===== config.mk =====
export PLATFORM = sky130hd
export DESIGN_NAME = simon_display_mux_flat
export DESIGN_NICKNAME = d
export VERILOG_FILES = /design/src/rtl/simon_display_mux_pkg.sv /design/src/rtl/simon_display_mux_if.sv /design/src/rtl/simon_display_mux_bin2bcd_seq.sv /design/src/rtl/simon_display_mux.sv /design/src/flat_wrapper.sv
export SDC_FILE = /design/constraint.sdc
export NUM_CORES = 1
export LEC_CHECK = 0
export ABC_AREA = 1
export BUFFER_PORTS_ARGS = -buffer_cell sky130_fd_sc_hd__buf_4
export CORE_MARGIN = 5
export CORE_UTILIZATION = 46
export CTS_CLUSTER_DIAMETER = 40
export DETAILED_ROUTE_END_ITERATION = 7
export HOLD_SLACK_MARGIN = 0.08
export PLACE_DENSITY = 0.66
export SYNTH_ARGS = -nofsm -noshare
export SYNTH_HDL_FRONTEND = slang
export SYNTH_HIERARCHICAL = 1
export SYNTH_SLANG_ARGS = --single-unit

===== constraint.sdc =====
create_clock -name clk -period 1.72 [get_ports clk]
set_input_delay 0.086 -clock clk [delete_from_list [all_inputs] [get_ports clk]]
set_output_delay 0.086 -clock clk [all_outputs]
set_load 0.01 [all_outputs]

===== src/rtl/simon_display_mux_pkg.sv =====
// Shared constants, types and helpers for the Simon multiplexed 7-segment display driver.
// Segment patterns are ordered {g,f,e,d,c,b,a}, active-high.
package simon_display_mux_pkg;

  localparam logic [6:0] SEG_OFF  = 7'b0000000;
  localparam logic [6:0] SEG_DASH = 7'b1000000;

  localparam logic [6:0] SEG_FONT [0:9] = '{
    7'b0111111, 7'b0000110, 7'b1011011, 7'b1001111, 7'b1100110,
    7'b1101101, 7'b1111101, 7'b0000111, 7'b1111111, 7'b1101111
  };

  typedef enum logic {
    CONV_IDLE,
    CONV_RUN
  } conv_state_e;

  function automatic int bcd_width(input int num_digits);
    return 4 * num_digits;
  endfunction

  // Non-decimal nibbles cannot come out of the converter but map to blank anyway.
  function automatic logic [6:0] seg_font(input logic [3:0] digit);
    logic [6:0] pattern;
    pattern = SEG_OFF;
    for (int i = 0; i < 10; i++) begin
      if (digit == 4'(i)) pattern = SEG_FONT[i];
    end
    return pattern;
  endfunction

endpackage


===== src/rtl/simon_display_mux_if.sv =====
// Value-load handshake, display controls and pad-side outputs of the display driver.
// master = game FSM / pad mapping side, slave = the display driver.
interface simon_display_mux_if #(
  parameter int NUM_DIGITS  = 2,
  parameter int VALUE_WIDTH = 7
);

  logic [VALUE_WIDTH-1:0] value;
  logic                   value_valid;
  logic                   busy;
  logic                   overflow;
  logic                   seg_inv;
  logic                   blank_lz;
  logic                   blink_en;
  logic [6:0]             seg;
  logic [NUM_DIGITS-1:0]  dig;

  modport master (
    output value, value_valid, seg_inv, blank_lz, blink_en,
    input  busy, overflow, seg, dig
  );

  modport slave (
    input  value, value_valid, seg_inv, blank_lz, blink_en,
    output busy, overflow, seg, dig
  );

endinterface


===== src/rtl/simon_display_mux_bin2bcd_seq.sv =====
// Sequential double-dabble converter: one shift/add-3 step per cycle, VALUE_WIDTH steps.
// done marks the last step; bcd/ovf carry that step's result so the caller can commit on the same edge.
module bin2bcd_seq
  import simon_display_mux_pkg::*;
#(
  parameter int VALUE_WIDTH = 7,
  parameter int NUM_DIGITS  = 2,
  localparam int BCD_W      = bcd_width(NUM_DIGITS)
) (
  input  logic                   clk,
  input  logic                   rst_n,
  input  logic                   start,
  input  logic [VALUE_WIDTH-1:0] bin,
  output logic                   busy,
  output logic                   done,
  output logic [BCD_W-1:0]       bcd,
  output logic                   ovf
);

  localparam int CNT_W = $clog2(VALUE_WIDTH + 1);
  localparam logic [CNT_W-1:0] LAST_STEP = CNT_W'(VALUE_WIDTH - 1);

  conv_state_e            state_q, state_d;
  logic [VALUE_WIDTH-1:0] bin_q, bin_d;
  logic [BCD_W-1:0]       bcd_q, bcd_d;
  logic [BCD_W-1:0]       bcd_adj, bcd_step;
  logic [CNT_W-1:0]       cnt_q, cnt_d;
  logic                   ovf_q, ovf_d, ovf_step;
  logic                   last_step;

  // A 1 leaving the top BCD bit means the value has crossed 10**NUM_DIGITS.
  always_comb begin : dabble_step
    bcd_adj = bcd_q;
    for (int i = 0; i < NUM_DIGITS; i++) begin
      if (bcd_q[4*i +: 4] >= 4'd5) bcd_adj[4*i +: 4] = bcd_q[4*i +: 4] + 4'd3;
    end
    bcd_step = {bcd_adj[BCD_W-2:0], bin_q[VALUE_WIDTH-1]};
    ovf_step = ovf_q | bcd_adj[BCD_W-1];
  end

  assign last_step = (state_q == CONV_RUN) && (cnt_q == LAST_STEP);

  always_comb begin : conv_fsm
    state_d = state_q;
    bin_d   = bin_q;
    bcd_d   = bcd_q;
    cnt_d   = cnt_q;
    ovf_d   = ovf_q;
    case (state_q)
      CONV_IDLE: begin
        if (start) begin
          state_d = CONV_RUN;
          bin_d   = bin;
          bcd_d   = '0;
          cnt_d   = '0;
          ovf_d   = 1'b0;
        end
      end
      CONV_RUN: begin
        bin_d = bin_q << 1;
        bcd_d = bcd_step;
        ovf_d = ovf_step;
        cnt_d = cnt_q + CNT_W'(1);
        if (last_step) begin
          state_d = CONV_IDLE;
          if (start) begin
            state_d = CONV_RUN;
            bin_d   = bin;
            bcd_d   = '0;
            cnt_d   = '0;
            ovf_d   = 1'b0;
          end
        end
      end
      default: state_d = CONV_IDLE;
    endcase
  end

  always_ff @(posedge clk or negedge rst_n) begin
    if (!rst_n) begin
      state_q <= CONV_IDLE;
      bin_q   <= '0;
      bcd_q   <= '0;
      cnt_q   <= '0;
      ovf_q   <= 1'b0;
    end else begin
      state_q <= state_d;
      bin_q   <= bin_d;
      bcd_q   <= bcd_d;
      cnt_q   <= cnt_d;
      ovf_q   <= ovf_d;
    end
  end

  assign busy = (state_q == CONV_RUN);
  assign done = last_step;
  assign bcd  = bcd_step;
  assign ovf  = ovf_step;

endmodule


===== src/rtl/simon_display_mux.sv =====
// N-digit multiplexed 7-segment driver: sequential BCD conversion with a one-deep pending load,
// dead-time digit scan, leading-zero blanking, blink, overflow dashes and runtime polarity select.
module simon_display_mux
  import simon_display_mux_pkg::*;
#(
  parameter int NUM_DIGITS   = 2,
  parameter int VALUE_WIDTH  = 7,
  parameter int REFRESH_DIV  = 1024,
  parameter int DEAD_CYCLES  = 8,
  parameter int BLINK_FRAMES = 32
) (
  input logic                clk,
  input logic                rst_n,
  simon_display_mux_if.slave bus
);

  localparam int BCD_W = bcd_width(NUM_DIGITS);
  localparam int PRE_W = $clog2(REFRESH_DIV);
  localparam int IDX_W = (NUM_DIGITS > 1) ? $clog2(NUM_DIGITS) : 1;
  localparam int FRM_W = (BLINK_FRAMES > 1) ? $clog2(BLINK_FRAMES) : 1;

  logic                   conv_start, conv_busy, conv_done, conv_ovf;
  logic [VALUE_WIDTH-1:0] conv_bin;
  logic [BCD_W-1:0]       conv_bcd;

  logic                   pend_valid_q, pend_valid_d;
  logic [VALUE_WIDTH-1:0] pend_value_q, pend_value_d;
  logic [BCD_W-1:0]       disp_bcd_q, disp_bcd_d;
  logic                   ovf_q, ovf_d;

  logic [PRE_W-1:0]       presc_q, presc_d;
  logic [IDX_W-1:0]       idx_q, idx_d;
  logic [FRM_W-1:0]       frame_q, frame_d;
  logic                   phase_q, phase_d;

  logic [6:0]             seg_q, seg_d;
  logic [NUM_DIGITS-1:0]  dig_q, dig_d;
  logic [3:0]             cur_digit;
  logic                   cur_blanked;
  logic                   upper_zero;
  logic [NUM_DIGITS-1:0]  blanked;

  bin2bcd_seq #(
    .VALUE_WIDTH (VALUE_WIDTH),
    .NUM_DIGITS  (NUM_DIGITS)
  ) u_bin2bcd (
    .clk   (clk),
    .rst_n (rst_n),
    .start (conv_start),
    .bin   (conv_bin),
    .busy  (conv_busy),
    .done  (conv_done),
    .bcd   (conv_bcd),
    .ovf   (conv_ovf)
  );

  // A strobe on the commit cycle beats the pending value; either restarts the converter back-to-back.
  always_comb begin : load_ctrl
    conv_start   = 1'b0;
    conv_bin     = bus.value;
    pend_valid_d = pend_valid_q;
    pend_value_d = pend_value_q;
    disp_bcd_d   = disp_bcd_q;
    ovf_d        = ovf_q;
    if (!conv_busy) begin
      conv_start = bus.value_valid;
    end else if (conv_done) begin
      disp_bcd_d   = conv_bcd;
      ovf_d        = conv_ovf;
      pend_valid_d = 1'b0;
      if (bus.value_valid) begin
        conv_start = 1'b1;
      end else if (pend_valid_q) begin
        conv_start = 1'b1;
        conv_bin   = pend_value_q;
      end
    end else if (bus.value_valid) begin
      pend_valid_d = 1'b1;
      pend_value_d = bus.value;
    end
  end

  always_comb begin : scan_timing
    presc_d = presc_q + PRE_W'(1);
    idx_d   = idx_q;
    frame_d = frame_q;
    phase_d = phase_q;
    if (presc_q == PRE_W'(REFRESH_DIV - 1)) begin
      presc_d = '0;
      if (idx_q == IDX_W'(NUM_DIGITS - 1)) begin
        idx_d = '0;
        if (frame_q == FRM_W'(BLINK_FRAMES - 1)) begin
          frame_d = '0;
          phase_d = ~phase_q;
        end else begin
          frame_d = frame_q + FRM_W'(1);
        end
      end else begin
        idx_d = idx_q + IDX_W'(1);
      end
    end
  end

  // Digit 0 is never blanked; overflow dashes override blanking.
  always_comb begin : digit_drive
    upper_zero  = 1'b1;
    blanked     = '0;
    cur_digit   = disp_bcd_q[3:0];
    cur_blanked = 1'b0;
    dig_d       = '0;
    for (int i = NUM_DIGITS - 1; i > 0; i--) begin
      upper_zero = upper_zero & (disp_bcd_q[4*i +: 4] == 4'd0);
      blanked[i] = bus.blank_lz & upper_zero & ~ovf_q;
    end
    for (int i = 0; i < NUM_DIGITS; i++) begin
      if (idx_q == IDX_W'(i)) begin
        cur_digit   = disp_bcd_q[4*i +: 4];
        cur_blanked = blanked[i];
      end
    end
    seg_d = ovf_q ? SEG_DASH : seg_font(cur_digit);
    if ((presc_q >= PRE_W'(DEAD_CYCLES)) && !cur_blanked && !(bus.blink_en && phase_q)) begin
      for (int i = 0; i < NUM_DIGITS; i++) begin
        if (idx_q == IDX_W'(i)) dig_d[i] = 1'b1;
      end
    end
  end

  always_ff @(posedge clk or negedge rst_n) begin
    if (!rst_n) begin
      pend_valid_q <= 1'b0;
      pend_value_q <= '0;
      disp_bcd_q   <= '0;
      ovf_q        <= 1'b0;
      presc_q      <= '0;
      idx_q        <= '0;
      frame_q      <= '0;
      phase_q      <= 1'b0;
      seg_q        <= SEG_OFF;
      dig_q        <= '0;
    end else begin
      pend_valid_q <= pend_valid_d;
      pend_value_q <= pend_value_d;
      disp_bcd_q   <= disp_bcd_d;
      ovf_q        <= ovf_d;
      presc_q      <= presc_d;
      idx_q        <= idx_d;
      frame_q      <= frame_d;
      phase_q      <= phase_d;
      seg_q        <= seg_d;
      dig_q        <= dig_d;
    end
  end

  assign bus.busy     = conv_busy;
  assign bus.overflow = ovf_q;
  assign bus.seg      = seg_q ^ {7{bus.seg_inv}};
  assign bus.dig      = dig_q ^ {NUM_DIGITS{bus.seg_inv}};

endmodule

===== src/flat_wrapper.sv =====
// flat-port wrapper written by rule: the top's interface ports become plain ports
module simon_display_mux_flat import simon_display_mux_pkg::*;
#(
  parameter int NUM_DIGITS   = 2,
  parameter int VALUE_WIDTH  = 7,
  parameter int REFRESH_DIV  = 1024,
  parameter int DEAD_CYCLES  = 8,
  parameter int BLINK_FRAMES = 32
)
  (clk, rst_n, bus_value, bus_value_valid, bus_seg_inv, bus_blank_lz, bus_blink_en, bus_busy, bus_overflow, bus_seg, bus_dig);
  simon_display_mux_if #(.NUM_DIGITS(NUM_DIGITS), .VALUE_WIDTH(VALUE_WIDTH)) bus_i ();
  input logic clk;
  input logic rst_n;
  input wire logic [$bits(bus_i.value)-1:0] bus_value;
  input wire logic [$bits(bus_i.value_valid)-1:0] bus_value_valid;
  input wire logic [$bits(bus_i.seg_inv)-1:0] bus_seg_inv;
  input wire logic [$bits(bus_i.blank_lz)-1:0] bus_blank_lz;
  input wire logic [$bits(bus_i.blink_en)-1:0] bus_blink_en;
  output wire logic [$bits(bus_i.busy)-1:0] bus_busy;
  output wire logic [$bits(bus_i.overflow)-1:0] bus_overflow;
  output wire logic [$bits(bus_i.seg)-1:0] bus_seg;
  output wire logic [$bits(bus_i.dig)-1:0] bus_dig;
  assign bus_i.value = bus_value;
  assign bus_i.value_valid = bus_value_valid;
  assign bus_i.seg_inv = bus_seg_inv;
  assign bus_i.blank_lz = bus_blank_lz;
  assign bus_i.blink_en = bus_blink_en;
  assign bus_busy = bus_i.busy;
  assign bus_overflow = bus_i.overflow;
  assign bus_seg = bus_i.seg;
  assign bus_dig = bus_i.dig;
  simon_display_mux #(.NUM_DIGITS(NUM_DIGITS), .VALUE_WIDTH(VALUE_WIDTH), .REFRESH_DIV(REFRESH_DIV), .DEAD_CYCLES(DEAD_CYCLES), .BLINK_FRAMES(BLINK_FRAMES)) u_core (.clk(clk), .rst_n(rst_n), .bus(bus_i));
endmodule

---- Word-level counts from Yosys, hierarchy flattened ----
Index checks and enable logic that the tools add are counted.
word-level totals
  register bits after elaboration ......... 63
  output and inout bits ................... 11
  word-level logic and storage cells ...... 109
  bits of input ports ..................... 13
cells by class
  reductions and logical operators ........ 14
  $add $sub $neg .......................... 6
  equality and inequality tests ........... 13
  bitwise gates (word level) .............. 9
  multiplexer cells ....................... 49
  magnitude comparators ................... 3
operators by type and width
  kind                                                                     number
  7-bit 2-to-1 mux                                                         15
  8-bit 2-to-1 mux                                                         3
  4-bit by 3-bit equality test with 1-bit output (second input constant)   4
  8-bit case mux with 2 select lines                                       1
  1-bit 2-to-1 mux                                                         15
  7-bit case mux with 2 select lines                                       1
  4-bit 2-to-1 mux                                                         3
  6-bit 2-to-1 mux                                                         2
  10-bit by 1-bit adder with 10-bit output (second input constant)         1
  10-bit equality test (second input constant)                             1
  10-bit by 4-bit >= comparator with 1-bit output (second input constant)  1
  10-bit 2-to-1 mux                                                        1
  3-bit 2-to-1 mux                                                         3
  4-bit by 2-bit adder with 4-bit output (second input constant)           2
  4-bit by 2-bit equality test with 1-bit output (second input constant)   2
  4-bit equality test (second input constant)                              2
  4-bit by 3-bit >= comparator with 1-bit output (second input constant)   2
  4-bit zero test                                                          2
  7-bit XOR                                                                1
  3-bit case mux with 2 select lines                                       1
  2-bit AND reduction                                                      3
  3-bit AND reduction                                                      2
  5-bit by 1-bit adder with 5-bit output (second input constant)           1
  5-bit equality test (second input constant)                              1
  other kinds (15)                                                         24

---- Longest topological paths before layout ----
Gate-level depths: netlist (run 1).
  word-level depth ........................ 13
  mapped depth ............................ 13

---- By module ----
Netlist (run 1), hierarchy kept.
modules (own cells, without submodules)
  module             cells each  area an instance (µm²)  instances
  simon_display_mux  274         2208.4                  1
  bin2bcd_seq        147         1149.9                  1

---- Worst setup path after synthesis (run 1) ----
OpenSTA, ideal clock, no wires.
  kind .................................... register to register
  start ................................... register u_core.u_bin2bcd.state_q, in the netlist u_core/u_bin2bcd/busy
  end ..................................... register u_core.u_bin2bcd.bin_q[2]
  stages on the path, launching flop included .. 12
  library setup time ...................... 0.124 ns
  arrival ................................. 1.633 ns
  slack ................................... -0.037 ns
  clock period less this slack ............ 1.757 ns
  data required time ...................... 1.596 ns
  path through ............................ dfrtp_1 > inv_1 > nor2_1 > o211ai_1 > o21ai_0 > buf_6 > inv_2 > nand2_4 > inv_2 > buf_4 > nand2_1 > nand3_1
on the way
  longest elaborated chain between the ends .. 6
RTL lines
  item                                line                                 RTL
  start, declared                     simon_display_mux_bin2bcd_seq.sv:23  conv_state_e state_q, state_d;
  start signal, assigned              simon_display_mux_bin2bcd_seq.sv:87  state_q <= state_d;
  1-bit logical AND (*)               simon_display_mux_bin2bcd_seq.sv:41  assign last_step = (state_q == CONV_RUN) && (cnt_q == LAST_STEP);
  net u_core.conv_done                simon_display_mux.sv:22              logic conv_start, conv_busy, conv_done, conv_ovf;
  1-bit 2-to-1 mux (*)                simon_display_mux.sv:67              end else if (conv_done) begin
  1-bit 2-to-1 mux (*)                simon_display_mux.sv:65              if (!conv_busy) begin
  net u_core.conv_start               simon_display_mux.sv:22
  7-bit 2-to-1 mux                    simon_display_mux_bin2bcd_seq.sv:66  if (start) begin
  7-bit 2-to-1 mux                    simon_display_mux_bin2bcd_seq.sv:64  if (last_step) begin
  7-bit case mux with 2 select lines  simon_display_mux_bin2bcd_seq.sv:49  case (state_q)
  end signal, assigned                simon_display_mux_bin2bcd_seq.sv:88  bin_q <= bin_d;
  end, declared                       simon_display_mux_bin2bcd_seq.sv:24  logic [VALUE_WIDTH-1:0] bin_q, bin_d;
Mark *: on every way through the listed nets, which the timed path passes. The rest lies on a longest branch. The select of a mux whose other input is x is not followed.
A chain may end at the register's enable or synchronous reset.

---- Final worst setup path (run 1) ----
  start ................................... register u_core.presc_q[6]
  end ..................................... register u_core.dig_q[0]
on the way
  longest elaborated chain between the ends .. 4
RTL lines
  item                                             line                      RTL
  start, declared                                  simon_display_mux.sv:31   logic [PRE_W-1:0] presc_q, presc_d;
  start signal, assigned                           simon_display_mux.sv:146  presc_q <= presc_d;
  10-bit by 4-bit >= comparator with 1-bit output  simon_display_mux.sv:122  if ((presc_q >= PRE_W'(DEAD_CYCLES)) && !cur_blanked && !(bus.blink_en && phase_q)) begin
  1-bit logical AND (2 in a row)                   simon_display_mux.sv:122
  2-bit 2-to-1 mux                                 simon_display_mux.sv:122
  net u_core.dig_d[0]                              simon_display_mux.sv:37   logic [NUM_DIGITS-1:0] dig_q, dig_d;
  end signal, assigned                             simon_display_mux.sv:151  dig_q <= dig_d;
  end, declared                                    simon_display_mux.sv:37
The timed path passes the listed nets, and every way through them passes these cells.

==> results of run 1 <==
where the power goes:
| part | total [µW] | internal [µW] | switching [µW] | leakage (µW) |
|---|---|---|---|---|
| logic | 2330 | 932 | 1400 | 0.00124 |
| clock network | 1170 | 595 | 571 | 0.0000873 |
| registers | 2280 | 1960 | 312 | 0.000781 |
| total | 5780 | 3490 | 2290 | 0.00211 |
registers in the layout (all words and copies together) (netlist names):
name / count
u_core/presc_q: 10
u_core/disp_bcd_q: 8
u_core/u_bin2bcd/bcd_q: 8
u_core/pend_value_q: 7
u_core/seg_q: 7
u_core/u_bin2bcd/bin_q: 7
u_core/frame_q: 5
u_core/u_bin2bcd/cnt_q: 3
u_core/dig_q: 2
u_core/bus.overflow: 1
u_core/idx_q: 1
u_core/pend_valid_q: 1
u_core/phase_q: 1
u_core/u_bin2bcd/busy: 1
u_core/u_bin2bcd/ovf_q: 1
what timing repair did:
item / CTS / global route
setup endpoints to repair: 11 / 20
hold buffers: 11 / 0
pin swaps: 0 / 1
gates resized for setup: 1 / 10
hold endpoints to repair: 73 / 0
through the flow:
| stage | instance area [µm²] | hold WS (ns) |
|---|---|---|
| 4_1_cts | 3960 | 0.2307 |
| 2_1_floorplan | 3362 | -0.2096 |
| 6_report | 3985 | 0.2202 |
| 3_5_place_dp | 3666 | 0.04600 |
| 3_3_place_gp | 3666 | 0.04656 |
| 5_1_grt | 3985 | 0.2597 |
kinds of logic (layout without fill, tap and decap cells):
kind of cell / Yosys count / after routing
AO/OA/AOI/OAI: 49 / 49
adder cells (fa/ha/maj): 10 / 10
AND/OR/NAND/NOR: 207 / 207
buffers and inverters: 74 / 123
multiplexers: 2 / 2
flip-flops: 63 / 63
XOR/XNOR: 16 / 16
cell type report:
class	instances	area, µm²
flip-flops and latches	63	1580
inverters	63	244.0
well taps	99	123.9
fillers	653	3191
multi-input cells	284	1479
clock inverters	5	32.53
clock buffers	11	151.4
repair buffers	44	374.1
per-layer routing:
metal	up-vias	GRT usage, %
met3	10	3.552
met5	-	0
li1	1403	-
met4	0	7.109
met2	51	25.01
met1	1232	20.96
Yosys cell counts, drive strengths merged:
library cell | number | area, µm²
nand3b | 2 | 27.53
buf | 8 | 68.81
a211oi | 1 | 7.510
nor2 | 38 | 155.1
and3 | 1 | 7.510
a21oi | 18 | 90.09
nor3 | 6 | 30.03
nand2 | 116 | 455.4
xor2 | 15 | 131.4
o22ai | 2 | 12.51
xnor2 | 1 | 8.760
nand4 | 8 | 50.05
or2 | 1 | 6.260
mux2 | 2 | 22.52
o211ai | 1 | 7.510
dfrtp | 63 | 1577
nand3 | 31 | 165.2
inv | 63 | 239.0
ha | 10 | 125.1
o21ai | 27 | 135.1
clkbuf | 3 | 11.26
and2 | 4 | 25.02
worst min path at each step:
stage,start,end,slack [ns],depth (start not counted)
finish,rst_n,u_core/pend_valid_q,0.22,2
global route,rst_n,u_core/pend_valid_q,0.26,2
CTS,rst_n,u_core/pend_valid_q,0.23,2
detailed placement,rst_n,u_core/frame_q[1],0.05,1
global placement,rst_n,u_core/pend_valid_q,0.05,1
floorplan,rst_n,u_core/bus.overflow,-0.21,0
worst reg2reg max path: cells and delay by family, from the launching register on:
family / cells / cell delay, ns
simple gates: 4 / 0.49
flops: 1 / 0.44
buf+inv: 1 / 0.58
==> run metrics, run 1 <==
crit path time final=between 1.5 and 2 ns; period utilization=~95%; metal1 wirelength=~3 mm; Mapped Cells=421; Setup crit end=u_core/dig_q[0]; TritonCTS clock tree=yes; Initial Utilization=a little under half; GRT Total Usage=around 16%; cell family with most CP delay=buffers and inverters; Setup Buffers After CTS=0; Critical Path Slowest Stage Cell=dlygate4sd3_1; Clock Skew=between 0.009 and 0.01 ns; die width=about 95 µm; reg2reg start=u_core/presc_q[6]; drt pass-1 iters=4; Root Buffer=clkbuf_8; critical path endpoint category=flip-flop; Max FO, Critical Path=5; crit path buf inv count=1; TNS Setup=0 ns; Startpoint Class=flip-flop; max-cap violations=0; clock sink total=63; mux cell area share after synthesis=0.6706%; commonest non-fill, non-tap cell in the layout=nand2_1; port bufs=23; via count=2696; Synth Cell Area=between 3000 and 4000 µm²; via density per instance=4.738; H-tree Lvls=3; leakage power=0.002109 µW; DR WL met2=2.852 mm; final setup vio count=0; largest net degree at the start of global routing=35; placed insts=542; initial antenna violation count=0; Cell Count, Final, Fillers Out=569; worst rel slew slack=73.32%; Post-DRT Antenna Nets=0; 1st-iter DRT viols=approximately 130; register bit total from synthesis=63; final WL=~6.3 mm; die area=9109 µm²; layout cells sized above 1=between 15 and 20%; Met3 Wirelength=304 µm; Final Hold Fails=0; Num CTS Buffers=9; GPL Wtd Cong=0.7746; f_max=between 600 and 700 MHz; first-pass GRT wire length=11.29 mm; DP Wirelength=between 4 and 5 mm; Worst path max stage delay=approximately 0.58 ns; vias in the first global route=around 2.5k; CTS Buffer Depth=2; post-synthesis cell type count=32; gr ovfl total=0; area of the core=7176 µm²; antenna cell count=0; number of cell rows=31; nets=just under 500; Crit Path Category=flip-flop to flip-flop; Worst-path clk slew=0.07 ns; largest family of logic cells by synthesized area=simple AND/OR/NAND/NOR gates; status=finished clean; compound-gate portion of the synthesized area=7.526%; crit-path cells=nor3_2 > nand4_1 > nand3_1 > dlygate4sd3_1 > nor2_1; Reg-to-Reg End=u_core/dig_q[0]; most frequent cells in the layout=112 x nand2_1, 60 x dfrtp_1, 58 x inv_1; total power=5778 µW; Ys Warns=6; CP Data Arrival Time=approximately 1.9 ns; Pwr Density=between 1000 and 1500 nW/µm²; DP Worst Slack=-0.005623 ns; Syn Nets=444; reg2reg path depth=5; Die H=between 90 and 100 µm; Max Slew Vio Count=0; worst reg-to-reg setup slack=0.08 ns; DRC=0; Req. time, crit path=approximately 1.9 ns; worst slew pin tran=0.4002 ns; XOR/XNOR Fraction of Synth Area=under 10%; RSZ-0062 raised after global routing=false; Worst VDD drop=roughly 0.47 mV; post-DR wirelength/cell=11.13 µm; Util after Layout=55.54%; Clock Latency Late Sink=around 0.34 ns; mean post-synth cell area=between 7 and 8 µm²; Post-Synth Adder-Cell Area=under 10%; Post-Synth Simple-Gate Area=a little over a quarter; crit path from=u_core/presc_q[6]; Area growth syn-to-layout=18.67%; register area share after synthesis=a little under half; top sig layer=met4; WP depth=5; I/O pins=24; Hold Crit Class=primary input to async pin; final setup margin=0.08408 ns
No activity file was read; power rests on OpenSTA's default activity.
==> run 2: changes to the inputs <==
==> constraint.sdc (replaced) <==
create_clock -name clk -period 1.4 [get_ports clk]
set_input_delay 0.07 -clock clk [delete_from_list [all_inputs] [get_ports clk]]
set_output_delay 0.07 -clock clk [all_outputs]
set_load 0.01 [all_outputs]
==> run 2 against run 1 <==
  * The run now ends with negative setup slack left
  * Global-route usage increased by 1.0 points
  * Critical path depth grew 7
  * Register-to-register slack got worse by 0.27 ns
  * Clock power is 34% higher
  * Highest routed layer unchanged
==> run metrics, run 2 (synthesis gave the netlist of run 1 again) <==
status=finished with violations (was finished clean); failing checks=negative setup slack; antenna cell count=0 (unchanged); DP Wirelength=4.889 mm (was 4.598 mm); 1st-iter DRT viols=166 (was 132); area of the core=7176 µm² (unchanged); nets=518 (was 488); gr ovfl total=0 (unchanged); vias in the first global route=2754 (was 2525); Worst-path clk slew=0.07 ns (about the same); most frequent cells in the layout=103 x nand2_1, 61 x dfrtp_1, 56 x buf_4, 56 x inv_1, 31 x nor2_1 (was 112 x nand2_1, 60 x dfrtp_1, 58 x inv_1); DRC=0 (unchanged); initial antenna violation count=0 (unchanged); Switch Pwr=3168 µW (was 2285 µW); clock group share of total power=19.4% (was 20.2%); largest net degree at the start of global routing=33 (was 35); Post-DRT Antenna Nets=0 (unchanged); post-DR wirelength/cell=11.66 µm (was 11.13 µm); Max FO, Critical Path=13 (was 5); Num CTS Buffers=9 (unchanged); commonest non-fill, non-tap cell in the layout=nand2_1 (unchanged); total power=8100 µW (was 5778 µW); Pwr Density=1859 nW/µm² (was 1450 nW/µm²); Met3 Wirelength=269 µm (was 304 µm); Root Buffer=clkbuf_8 (unchanged); first-pass GRT wire length=11.99 mm (was 11.29 mm); die area=9109 µm² (unchanged); f_max=631.8 MHz (was 611.3 MHz); port bufs=23 (unchanged); metal1 wirelength=3.052 mm (was 3.054 mm); CP Data Arrival Time=1.81 ns (was 1.85 ns); Startpoint Class=flip-flop (unchanged); Crit Path Category=flip-flop to flip-flop (unchanged); GPL Wtd Cong=0.8013 (was 0.7746); GRT Total Usage=16.91% (was 15.89%); critical path endpoint category=flip-flop (unchanged); Int Pwr=4931 µW (was 3492 µW); TritonCTS clock tree=yes (unchanged); Clock Latency Late Sink=0.34 ns (about the same); final WL=6.984 mm (was 6.332 mm); CTS Buffer Depth=2 (unchanged); fillcell total=635 (was 653); leakage power=0.002284 µW (was 0.002109 µW); RSZ-0062 raised after global routing=true (was false); H-tree Lvls=3 (unchanged); final setup margin=-0.1828 ns (was 0.08408 ns); worst slew pin tran=0.4407 ns (was 0.4002 ns); final setup vio count=29 (was 0); Area growth syn-to-layout=29.73% (was 18.67%); I/O pins=24 (unchanged); via density per instance=4.778 (was 4.738); DR WL met2=3.559 mm (was 2.852 mm); Worst VDD drop=0.9926 mV (was 0.4672 mV); switching share of total power=39.12% (was 39.56%); max-cap violations=0 (unchanged); Die H=95.44 µm (unchanged); max reg flops=10 (unchanged); layout cells sized above 1=24.80% (was 15.74%); Req. time, crit path=1.63 ns (was 1.93 ns); die width=95.44 µm (unchanged); biggest regs=u_core/presc_q: 10 flops, u_core/disp_bcd_q: 8 flops, u_core/u_bin2bcd/bcd_q: 8 flops (unchanged); period utilization=113.1% (was 95.11%); sequential power share=34.5% (was 39.4%); drt pass-1 iters=4 (unchanged); Final Hold Fails=0 (unchanged); Hold Crit Class=primary input to flip-flop (was primary input to async pin); crit path time final=1.583 ns (was 1.636 ns); Max Slew Vio Count=0 (unchanged); WHS=0.09350 ns (was 0.2202 ns); top sig layer=met4 (unchanged); Initial Utilization=46.80% (unchanged); number of cell rows=31 (unchanged); clock sink total=63 (unchanged); via count=2862 (was 2696); worst rel slew slack=70.62% (was 73.32%); Most flops, register=u_core/presc_q (unchanged); Logic pwr share=46.0% (was 40.4%); Clock Skew=0.004815 ns (was 0.009603 ns)
-- run 2: what timing repair did --
item                       CTS  global route
resized for setup           16            33
pin swaps                    5             7
hold endpoints to repair    73             0
hold buffers                10             0
setup endpoints to repair   35            52
cloned                       3             0
buffers inserted             1             2
-- run 2: stage by stage --
step	util, %	instances	instance area [µm²]	worst slack [ns]	setup TNS, ns
after detailed placement	54.05	567	3879	-0.2787	-5.918
after floorplan	-	421	3412	-0.2370	-3.825
after global placement	54.05	567	3879	-0.2131	-4.464
after global routing	60.71	599	4357	-0.2774	-7.165
final	60.71	599	4357	-0.1828	-3.942
after CTS	59.46	597	4267	-0.2049	-4.549
-- run 2: final timing paths --
| path | cells after the start | endpoint | startpoint | slack [ns] |
|---|---|---|---|---|
| max | 12 | u_core/u_bin2bcd/bcd_q[0] | u_core/u_bin2bcd/cnt_q[0] | -0.18 |
| min | 4 | u_core/dig_q[1] | bus_blank_lz | 0.09 |
| max reg2reg | 12 | u_core/u_bin2bcd/bcd_q[0] | u_core/u_bin2bcd/cnt_q[0] | -0.18 |
| min reg2reg | 2 | u_core/u_bin2bcd/bin_q[6] | u_core/u_bin2bcd/bin_q[5] | 0.48 |
| max in group asynchronous | 3 | u_core/idx_q | rst_n | 0.69 |
| min in group asynchronous | 2 | u_core/presc_q[5] | rst_n | 0.22 |
-- run 2: power by group through the flow --
| stage | Combinational [µW] | Clock [µW] | Sequential, µW |
|---|---|---|---|
| after global placement | 3210 | 0 | 2790 |
| final | 3730 | 1570 | 2800 |
| after global routing | 4250 | 1690 | 2880 |
| after floorplan | 2200 | 0 | 2760 |
| after CTS | 3590 | 1610 | 2770 |
| after detailed placement | 3330 | 0 | 2800 |
-- run 2: per-layer routing --
layer | global-route usage (%) | vias up
li1 | - | 1478
met1 | 20.00 | 1319
met2 | 29.39 | 56
met3 | 4.262 | 9
met4 | 6.635 | 0
met5 | 0 | -
-- run 2: worst max-delay path, stage by stage (launching register included) --
cell      delay [ns]
dfrtp_1         0.40
inv_2           0.08
ha_4            0.14
nand2_4         0.05
nor2_4          0.08
o211ai_1        0.09
o21ai_1         0.08
buf_4           0.17
nand2_8         0.08
nand2_8         0.10
inv_8           0.06
nand2_1         0.07
o21ai_1         0.07
-- run 2: cell type report --
cell class | instances | area, µm² | area share, %
clock buffers | 10 | 137.6 | 3.159
clock inverters | 6 | 60.06 | 1.379
inverters | 63 | 256.5 | 5.887
multi-input cells | 286 | 1608 | 36.90
flip-flops and latches | 63 | 1579 | 36.24
well taps | 99 | 123.9 | 2.843
repair buffers | 71 | 585.6 | 13.44
repair inverters | 1 | 6.256 | 0.1436
==> run 3: changes to the inputs <==
--- a/config.mk
+++ b/config.mk
@@ -10,10 +10,13 @@
 export CORE_MARGIN = 5
 export CORE_UTILIZATION = 46
 export CTS_CLUSTER_DIAMETER = 40
+export CTS_CLUSTER_SIZE = 8
 export DETAILED_ROUTE_END_ITERATION = 7
 export HOLD_SLACK_MARGIN = 0.08
 export PLACE_DENSITY = 0.66
+export SETUP_SLACK_MARGIN = 0.5
 export SYNTH_ARGS = -nofsm -noshare
 export SYNTH_HDL_FRONTEND = slang
 export SYNTH_HIERARCHICAL = 1
 export SYNTH_SLANG_ARGS = --single-unit
+export TNS_END_PERCENT = 30
==> run 3 against run 2 <==
  * The run still ends with negative setup slack left
  * First-iteration DRC count decreased by 38%
  * Via count increased by 5.2%
  * Clock-buffer cell count increased by 4
  * Combinational power increased by 22%
  * Flip-flop and latch count unchanged
  * Global-route usage increased by 1.6 points
  * Routed wire length increased by 12%
  * Die area unchanged
  * Critical path type unchanged
==> run metrics, run 3 (synthesis gave the netlist of run 1 again) <==
Clock Skew=0.008738 ns (was 0.004815 ns); Util after Layout=66.33% (was 60.71%); GRT Total Usage=18.56% (was 16.91%); port bufs=23 (unchanged); placed insts=567 (unchanged); final WL=7.813 mm (was 6.984 mm); drt pass-1 iters=5 (was 4); fillcell total=574 (was 635); GPL Wtd Cong=0.7914 (was 0.8013); final setup vio count=29 (unchanged); antenna cell count=0 (unchanged); number of cell rows=31 (unchanged); Hold Crit Class=primary input to flip-flop (unchanged); sequential power share=31.4% (was 34.5%); status=finished with violations (unchanged); leakage power=0.002465 µW (was 0.002284 µW); f_max=597.9 MHz (was 631.8 MHz); layout cells sized above 1=35.03% (was 24.80%); CTS Buffer Depth=2 (unchanged); failing checks=negative setup slack (unchanged); WHS=0.03670 ns (was 0.09350 ns); period utilization=119.5% (was 113.1%); Root Buffer=clkbuf_8 (unchanged); Area growth syn-to-layout=41.73% (was 29.73%); DP Wirelength=4.925 mm (was 4.889 mm); biggest regs=u_core/presc_q: 10 flops, u_core/disp_bcd_q: 8 flops, u_core/u_bin2bcd/bcd_q: 8 flops (unchanged); critical path endpoint category=flip-flop (unchanged); area of the core=7176 µm² (unchanged); Worst path max stage delay=0.38 ns (was 0.40 ns); crit-path cells=inv_1 > ha_2 > nand2_4 > nor2_4 > o211ai_1 > o21ai_1 > buf_4 > nand2_4 > nand2_8 > buf_6 > o21ai_2 (was inv_2 > ha_4 > nand2_4 > nor2_4 > o211ai_1 > o21ai_1 > buf_4 > nand2_8 > nand2_8 > inv_8 > nand2_1 > o21ai_1); most frequent cells in the layout=83 x nand2_1, 60 x dfrtp_1, 59 x buf_4 (was 103 x nand2_1, 61 x dfrtp_1, 56 x buf_4, 56 x inv_1, 31 x nor2_1); die area=9109 µm² (unchanged); nets=529 (was 518); Startpoint Class=flip-flop (unchanged); Req. time, crit path=1.62 ns (was 1.63 ns); vias in the first global route=3016 (was 2754); most frequent CP cell=nand2_4; DRC=0 (unchanged); clock group share of total power=18.3% (was 19.4%); worst slew pin tran=0.2843 ns (was 0.4407 ns); cell family with most CP delay=flip-flops (unchanged); Crit Path Category=flip-flop to flip-flop (unchanged); via count=3011 (was 2862); Pwr Density=1905 nW/µm² (was 1859 nW/µm²); Post-DRT Antenna Nets=0 (unchanged); max-cap violations=0 (unchanged); commonest non-fill, non-tap cell in the layout=nand2_1 (unchanged); gr ovfl total=0 (unchanged); initial antenna violation count=0 (unchanged); Final Hold Fails=0 (unchanged); first-pass GRT wire length=13.31 mm (was 11.99 mm); Int Pwr=5446 µW (was 4931 µW); die width=95.44 µm (unchanged); TNS Setup=-5.525 ns (was -3.942 ns); largest net degree at the start of global routing=45 (was 33); CP Data Arrival Time=1.90 ns (was 1.81 ns); Switch Pwr=3620 µW (was 3168 µW); I/O pins=24 (unchanged); switching share of total power=39.93% (was 39.12%); RSZ-0062 raised after global routing=true (unchanged); TritonCTS clock tree=yes (unchanged); Worst VDD drop=1.125 mV (was 0.9926 mV); crit path buf inv count=3 (unchanged); Cell Count, Final, Fillers Out=610 (was 599); 1st-iter DRT viols=103 (was 166); Die H=95.44 µm (unchanged); Initial Utilization=46.80% (unchanged); worst rel slew slack=80.90% (was 70.62%); Most flops, register=u_core/presc_q (unchanged); clock sink total=63 (unchanged); Num CTS Buffers=9 (unchanged); crit path time final=1.673 ns (was 1.583 ns); Clock Latency Late Sink=0.34 ns (about the same); final setup margin=-0.2726 ns (was -0.1828 ns); Worst-path clk slew=0.07 ns (about the same); max reg flops=10 (unchanged); Max Slew Vio Count=0 (unchanged); Max FO, Critical Path=7 (was 13); via density per instance=4.936 (was 4.778); post-DR wirelength/cell=12.81 µm (was 11.66 µm); Critical Path Slowest Stage Cell=dfrtp_1 (unchanged); CTS Hold Buffers Added=10 (unchanged); Logic pwr share=50.3% (was 46.0%); H-tree Lvls=3 (unchanged)
run 3: per-stage QoR:
stage	setup slack (ns)	area (µm²)	power [µW]
5_1_grt	-0.3780	4760	9800
6_report	-0.2726	4760	9065
4_1_cts	-0.2182	4558	8739
3_3_place_gp	-0.2068	3874	6027
2_1_floorplan	-0.2370	3396	4945
3_5_place_dp	-0.2779	3874	6177
run 3: cell type report:
cell class	instances	area [µm²]	share of cell area [%]
multi-input combinational	285	1848	38.83
sequential	63	1580	33.20
timing repair buffer	83	721.9	15.17
inverter	63	266.5	5.599
clock buffer	14	172.7	3.628
tap	99	123.9	2.603
clock inverter	2	37.54	0.7886
timing repair inverter	1	8.758	0.1840
run 3: path summary, 6_finish.rpt:
path | slack [ns] | start | to | cells past startpoint
max | -0.27 | u_core/u_bin2bcd/cnt_q[0] | u_core/u_bin2bcd/cnt_q[2] | 11
min | 0.04 | bus_value_valid | u_core/pend_valid_q | 5
max reg2reg | -0.27 | u_core/u_bin2bcd/cnt_q[0] | u_core/u_bin2bcd/cnt_q[2] | 11
min reg2reg | 0.48 | u_core/u_bin2bcd/bin_q[0] | u_core/u_bin2bcd/bin_q[0] | 2
max in group asynchronous | 0.71 | rst_n | u_core/bus.overflow | 3
min in group asynchronous | 0.15 | rst_n | u_core/presc_q[3] | 2
run 3: per-layer routing:
layer	track usage (%)	part of all wire, %
met4	7.346	0.99
met3	3.236	4.3
met1	21.57	40
met2	33.70	55
met5	0	0
run 3: what timing repair did:
| item | in CTS | in global routing |
|---|---|---|
| hold endpoints to repair | 73 | 1 |
| pin swaps | 44 | 24 |
| gates resized for setup | 101 | 35 |
| setup endpoints to repair | 73 | 73 |
| buffers inserted | 4 | 10 |
| cloned | 3 | 0 |
run 3: power by group through the flow:
| stage | registers, µW | clock network (µW) | logic [µW] |
|---|---|---|---|
| floorplan | 2760 | 0 | 2180 |
| global placement | 2780 | 0 | 3250 |
| detailed placement | 2800 | 0 | 3380 |
| CTS | 2820 | 1690 | 4220 |
| global route | 2930 | 1780 | 5100 |
| finish | 2840 | 1660 | 4560 |
run 3: worst reg2reg max path: stages (launching register included):
cell      delay (ns)
dfrtp_1         0.38
inv_1           0.07
ha_2            0.18
nand2_4         0.06
nor2_4          0.13
o211ai_1        0.10
o21ai_1         0.10
buf_4           0.17
nand2_4         0.08
nand2_8         0.11
buf_6           0.12
o21ai_2         0.05
